$ cat src/rtl/pc_sequencer.sv
// Program-counter stage: holds the fetch PC, computes the next PC and runs a
// BOOT/RUN/STALL/HALT run-control FSM. Optional macro PC_RETIRE_COUNT_EN adds
// the 32-bit 'retired' advance counter.
module pc_sequencer #(
  parameter logic [31:0] RESET_PC = 32'h0000_0000
) (
  input  logic        clk,
  input  logic        rst_n,
  input  logic [1:0]  PCSel,
  input  logic        BranchControl,
  input  logic        AdderValControl,
  input  logic        zero,
  input  logic [25:0] instr,
  input  logic [31:0] regRs,
  input  logic        stall,
  input  logic        halt,
  output logic [31:0] pc,
  output logic [31:0] pcPlus4,
  output logic        fetchValid,
  output logic        halted,
  output logic        misalignFault,
  output logic [1:0]  state_dbg
`ifdef PC_RETIRE_COUNT_EN
  ,
  output logic [31:0] retired
`endif
);

  typedef enum logic [1:0] {
    ST_BOOT  = 2'b00,
    ST_RUN   = 2'b01,
    ST_STALL = 2'b10,
    ST_HALT  = 2'b11
  } state_e;

  state_e      state_q, state_d;
  logic [31:0] pc_q, pc_d;
  logic        fault_q, fault_d;

  logic [31:0] pc_plus4;
  logic [31:0] br_offset;
  logic [31:0] br_target;
  logic [31:0] j_target;
  logic [31:0] jr_target;
  logic        take_branch;
  logic        jr_misaligned;
  logic [31:0] next_pc;
  logic        advance;

  // Next-PC datapath; PCSel 11 is reserved and behaves like 10.
  always_comb begin
    pc_plus4      = pc_q + 32'd4;
    br_offset     = {{14{instr[15]}}, instr[15:0], 2'b00};
    br_target     = pc_plus4 + br_offset;
    j_target      = {pc_plus4[31:28], instr, 2'b00};
    jr_target     = {regRs[31:2], 2'b00};
    take_branch   = AdderValControl | (~BranchControl & ~zero);
    jr_misaligned = (PCSel == 2'b01) && (regRs[1:0] != 2'b00);
    next_pc       = take_branch ? br_target : pc_plus4;
    case (PCSel)
      2'b00:   next_pc = j_target;
      2'b01:   next_pc = jr_target;
      default: next_pc = take_branch ? br_target : pc_plus4;
    endcase
  end

  // Edge priority inside RUN: halt > misaligned jr > stall > advance.
  always_comb begin
    state_d = state_q;
    pc_d    = pc_q;
    fault_d = fault_q;
    advance = 1'b0;
    case (state_q)
      ST_BOOT: state_d = ST_RUN;
      ST_RUN: begin
        if (halt) begin
          state_d = ST_HALT;
        end else if (jr_misaligned) begin
          fault_d = 1'b1;
          state_d = ST_HALT;
        end else if (stall) begin
          state_d = ST_STALL;
        end else begin
          pc_d    = next_pc;
          advance = 1'b1;
        end
      end
      ST_STALL: begin
        if (halt) begin
          state_d = ST_HALT;
        end else if (!stall) begin
          state_d = ST_RUN;
        end
      end
      ST_HALT: state_d = ST_HALT;
      default: state_d = ST_HALT;
    endcase
  end

  always_ff @(posedge clk or negedge rst_n) begin
    if (!rst_n) begin
      state_q <= ST_BOOT;
      pc_q    <= RESET_PC;
      fault_q <= 1'b0;
    end else begin
      state_q <= state_d;
      pc_q    <= pc_d;
      fault_q <= fault_d;
    end
  end

`ifdef PC_RETIRE_COUNT_EN
  logic [31:0] retired_q, retired_d;

  always_comb begin
    retired_d = retired_q;
    if (advance) begin
      retired_d = retired_q + 32'd1;
    end
  end

  always_ff @(posedge clk or negedge rst_n) begin
    if (!rst_n) begin
      retired_q <= 32'd0;
    end else begin
      retired_q <= retired_d;
    end
  end

  assign retired = retired_q;
`endif

  // fetchValid qualifies pc: instruction memory output is live only while it is high.
  assign pc            = pc_q;
  assign pcPlus4       = pc_plus4;
  assign fetchValid    = (state_q == ST_RUN);
  assign halted        = (state_q == ST_HALT);
  assign misalignFault = fault_q;
  assign state_dbg     = state_q;

endmodule

$ cat config.mk
export PLATFORM = sky130hd
export DESIGN_NAME = pc_sequencer
export DESIGN_NICKNAME = d
export VERILOG_FILES = /design/src/rtl/pc_sequencer.sv
export SDC_FILE = /design/constraint.sdc
export NUM_CORES = 1
export LEC_CHECK = 0
export BUFFER_PORTS_ARGS = -buffer_cell sky130_fd_sc_hd__buf_2
export CORE_ASPECT_RATIO = 0.6
export CORE_MARGIN = 3
export CORE_UTILIZATION = 40
export CTS_BUF_LIST = sky130_fd_sc_hd__clkbuf_4 sky130_fd_sc_hd__clkbuf_8
export DETAILED_ROUTE_END_ITERATION = 10
export MAX_ROUTING_LAYER = met4
export PLACE_DENSITY = 0.62
export SLEW_MARGIN = 20
export SYNTH_ARGS = -nofsm -noshare
export SYNTH_HDL_FRONTEND = slang
export SYNTH_SLANG_ARGS = --single-unit
$ cat constraint.sdc
create_clock -name clk -period 5.15 [get_ports clk]
set_input_delay 0 -clock clk [delete_from_list [all_inputs] [get_ports clk]]
set_output_delay 0 -clock clk [all_outputs]
set_load 0.02 [all_outputs]
==> results.toml, run 1 <==
[status]
run_status = "finished clean"

[synthesis]
async_reset_ff_frac = 1.00
yosysSeqAreaShare = 0.192
synthTopCellsByCount = "61 x nand2_1, 44 x a21oi_1, 41 x nor2_1"
synth-seq-cells = 33
synthFlopType = "dfrtp_1"
synth_top_cell_by_area = "dfrtp_1"
synth_area_leaders = "dfrtp_1 19%, ha_1 10%, xnor2_1 5.9%"
syn_area_um2 = 4310
synth_cell_type_count = 68
synth-edff-count = 0
yosysMostFrequentCell = "nand2_1"
postSynthAreaPerCell_um2 = 7.69
ys_warn_count = 0
synth_top_area_frac = 0.192
synthCells = 560

[cells_and_area]
insertedDiodeCount = 0
fin_area_um2 = 5210
fillCellCount = 1026
seqCellArea_um2 = 826
syn_to_final_growth_pct = 21.0
layout-drive-gt1-share = 0.243
fin_nets = 783
multi_input_comb_area_um2 = 3310
fin_cells = 815

[timing]
slew_headroom = 0.284
fin_worst_skew_ps = 11.1
setup_viol = 0
fin_ws_ps = 1070
setup_tns_ps = 0
worst_pin_slew_ps = 1050
fmax_mhz = 245
fin_crit_ps = 4080
rsz0062_at_grt = "false"
final_max_slew_viol_count = 0
fin_crit_sh = 0.792
hold_viol = 0

[placement]
port_buffers = 131
post_dp_cell_area_um2 = 5050
hpwlAfterDp_mm = 12.5
dp.cells = 804
routabilityCongestion = 1.00
post-place-ws_ps = 1150

[clock_network]
post_cts_resized = 0
cts_sinks = 33
cts_setup_buffers = 0
cts_buffer_depth = 2
ctsHoldBuffers = 3
cts_made_buffers = 5
clk_latency_ps = 300
clkTransAtPathRegs_ps = 90
tritoncts = "built"
root_buffer = "clkbuf_8"
h-tree-depth = 2

[critical_path]
cp.required_ps = 5340
cp.arrival_ps = 4270
crit_type = "flip-flop to flip-flop"
cp_max_fo = 8
startpoint_type = "flip-flop"
endpoint_kind = "flip-flop"

[grt]
grt_use_total = 0.265
grt-ovfl-total = 0
grt_pass1_vias = 4359
grt_max_degree = 48
antenna_found_initial = 0
grt_pass1_wl_mm = 24.7

[pwr]
power.density_nw_per_um2 = 243
total_power_mw = 1.27
p_leak_nw = 2.54
ir_worst_vdd_mv = 0.102

[route]
final_antenna_net_count = 0
drc_errors = 0
num_vias = 4824
drt-total-wl_mm = 16.1
first_pass_iters = 5
wire_per_inst_um = 19.8
first_iter_violations = 296
via_per_inst = 5.92

[flow_run]
drv_cap = 0

[floorplan]
initial_utilization = 0.424
die-area_um2 = 12100
core-area_um2 = 10200
io-pin-count = 136
die_w_um = 140
rows = 28
die-height_um = 86.4

[worst_hold_path]
hold_path.class = "input pin to flip-flop"
==> worst max-delay path: stages, from the launching register on <==
cell,delay [ps]
dfrtp_1,480
ha_1,260
nand4_1,200
nor2_2,300
nand3_1,140
xnor2_1,280
ha_1,360
a21o_1,240
o21bai_1,170
a21oi_1,200
o211ai_1,150
o21a_1,260
o2111ai_1,420
a21oi_1,120
nor4_1,300
nand2_1,80
==> routing by layer <==
layer	track usage	routed length, µm	up-vias
li1	-	-	2271
met1	0.410	8160	2290
met2	0.356	6220	246
met3	0.0623	1650	17
met4	0.0281	92	0
met5	-	0	-
==> area by class of cell <==
class                   count  area share
clock inverters             3      0.0125
multi-input cells         486       0.635
repair buffers            139       0.139
inverters                  14      0.0101
flip-flops and latches     33       0.158
well taps                 135      0.0324
clock buffers               5      0.0132
==> logic make-up after synthesis <==
logic type	after synthesis	share of synthesized area
AO/OA/AOI/OAI	168	0.259
XOR/XNOR	50	0.103
adder cells (fa/ha/maj)	37	0.109
buffers and inverters	44	0.0441
flip-flops	33	0.192
multiplexers	26	0.0627
other	1	0.000870
AND/OR/NAND/NOR	201	0.229
==> registers in the layout, indices dropped and copies added (netlist names) <==
name / count
pc: 30
state_dbg: 2
misalignFault: 1
==> final timing paths <==
kind	start	end	slack [ps]	cells past startpoint
setup reg to reg	pc[2]	pc[31]	1070	15
min in group asynchronous	rst_n	pc[27]	360	2
hold reg to reg	misalignFault	misalignFault	470	1
hold / removal	halt	state_dbg[1]	30	3
max in group asynchronous	rst_n	pc[13]	4220	2
setup / recovery	pc[2]	pc[31]	1070	15
==> metrics by stage <==
| step | util | hold slack [ps] |
|---|---|---|
| 3_5_place_dp | 0.497 | 166 |
| 5_1_grt | 0.513 | 32.2 |
| 6_report | 0.513 | 33.0 |
| 2_1_floorplan | - | -296 |
| 4_1_cts | 0.513 | 29.4 |
| 3_3_place_gp | 0.497 | 150 |
==> power by group <==
part           switching [mW]  internal [mW]
logic                   0.387          0.243
registers              0.0400          0.284
clock network           0.121          0.193
total                   0.549          0.720
==> cell usage in the layout, fill, tap and decap left out, drive strengths merged, types with 9 or more instances in the layout <==
cell type,n
buf,136
nand2,61
a21oi,44
nor2,42
o21ai,40
ha,36
dfrtp,33
xnor2,29
nand3,22
xor2,21
mux2i,18
a21o,16
nor3,15
inv,13
and3,11
nor2b,10
o211ai,9
a211oi,9
No activity file was read; power rests on OpenSTA's default activity.
==> run 2: changes to the inputs <==
Clock period 5.15 ns to 3.8 ns, I/O delays scaled along.
==> results.toml, run 2 (synthesis gave the netlist of run 1 again) <==
[critical_path]
endpoint_kind = "flip-flop"
crit_type = "flip-flop to flip-flop"
cp.arrival_ps = 3870
cp_max_fo = 5
r2r_end = "pc[28]"
critPathLaunch = "pc[2]"
cp.required_ps = 3990
r2r_start = "pc[2]"
rr_worst_depth = 16
r2r_setup_slack_ps = 110
crit_path_end = "pc[28]"
startpoint_type = "flip-flop"

[floorplan]
die-height_um = 86.4
rows = 28
io-pin-count = 136
die_w_um = 140
die-area_um2 = 12100
initial_utilization = 0.424
core-area_um2 = 10200

[pwr]
power.internal_mw = 0.932
total_power_mw = 1.69
p_sw_mw = 0.763
ir_worst_vdd_mv = 0.141
comb_power_share = 0.578
seqPwrFrac = 0.252
p_clk_frac = 0.170
switching_share = 0.450
power.density_nw_per_um2 = 292
p_leak_nw = 2.83

[placement]
routabilityCongestion = 0.931
hpwlAfterDp_mm = 12.4
port_buffers = 131
post_dp_cell_area_um2 = 5400

[clock_network]
h-tree-depth = 2
root_buffer = "clkbuf_8"
cts_buffer_depth = 2
clkTransAtPathRegs_ps = 80
tritoncts = "built"
cts_made_buffers = 5
cts_sinks = 33
clk_latency_ps = 310

[route]
drt-total-wl_mm = 16.1
num_vias = 4956
first_iter_violations = 560
first_pass_iters = 5
wire_per_inst_um = 18.7
final_antenna_net_count = 0
drc_errors = 0
via_per_inst = 5.75

[cells_and_area]
layout-drive-gt1-share = 0.347
syn_to_final_growth_pct = 34.9
insertedDiodeCount = 0
mostFrequentLayoutCell = "buf_2"
largest_reg_flops = 30
final_cell_mix = "131 x buf_2, 60 x nand2_1, 52 x buf_4, 39 x a21oi_1, 38 x nor2_1"
fin_area_um2 = 5810
seqCellArea_um2 = 832
fillCellCount = 994
multi_input_comb_area_um2 = 3600
fin_nets = 830

[timing]
fin_crit_sh = 0.970
hold_viol = 0
fin_worst_skew_ps = 12.8
fmax_mhz = 271
worst_pin_slew_ps = 868
fin_crit_ps = 3690
setup_viol = 0
slew_headroom = 0.421
final_max_slew_viol_count = 0

[grt]
grt_pass1_wl_mm = 25.2
grt_use_total = 0.266
grt_pass1_vias = 4703
grt_max_degree = 47
grt-ovfl-total = 0
antenna_found_initial = 0

[worst_hold_path]
hold_path.class = "input pin to flip-flop"
min_path_cells = 3

[flow_run]
drv_cap = 0

[status]
run_status = "finished clean"
-- run 2: area by class of cell --
class | count | area share
Timing Repair Buffer | 186 | 0.185
Tap cell | 135 | 0.0291
Multi-Input combinational cell | 486 | 0.619
Sequential cell | 33 | 0.143
Clock buffer | 6 | 0.0131
Clock inverter | 2 | 0.00172
Inverter | 14 | 0.00904
-- run 2: how the worst min path moves through the flow --
stage	startpoint	to	slack, ps
floorplan	rst_n	misalignFault	-300
global placement	rst_n	state_dbg[0]	150
detailed placement	rst_n	state_dbg[0]	160
CTS	halt	state_dbg[1]	8
global route	halt	state_dbg[1]	40
finish	halt	state_dbg[1]	8
-- run 2: per-stage QoR --
step,cells,util,worst slack [ps],hold slack [ps],TNS (ps)
4_1_cts,852,0.545,7.62,8.22,0
3_3_place_gp,841,0.532,-2.37,153,-2.37
6_report,862,0.572,115,8.28,0
3_5_place_dp,841,0.532,-55.9,162,-143
2_1_floorplan,563,-,-37.9,-296,-37.9
5_1_grt,862,0.572,-20.6,39.7,-29.3
-- run 2: power by group through the flow --
stage	sequential, mW	combinational, mW	clock [mW]
global placement	0.428	0.904	0
floorplan	0.480	0.555	0
detailed placement	0.429	0.911	0
global route	0.431	1.06	0.307
finish	0.426	0.980	0.288
CTS	0.423	0.921	0.292
-- run 2: routing by layer --
metal | track usage | vias to the layer above | wire (µm)
met3 | 0.0469 | 21 | 1300
met2 | 0.374 | 210 | 6680
met1 | 0.402 | 2365 | 7990
met4 | 0.0440 | 0 | 183
met5 | - | - | 0
li1 | - | 2360 | -
-- run 2: repair_timing --
item,4_1_cts,5_1_grt
setup buffers,0,10
hold buffers,3,0
pin swaps,0,11
endpoints found under the setup margin,3,12
resized for setup,3,38
cloned,0,0
endpoints found under the hold margin,35,0
-- run 2: worst max-delay path: stages, from the launching register on --
cell	delay (ps)
dfrtp_2	420
ha_4	160
nand4_1	240
nor2_4	210
buf_4	130
nand3_4	90
xnor2_4	180
ha_4	220
and3_1	200
a221o_1	340
a211o_1	250
a31o_4	260
a31oi_4	250
o21ai_4	110
o31ai_4	190
xor2_1	160
o221ai_1	130
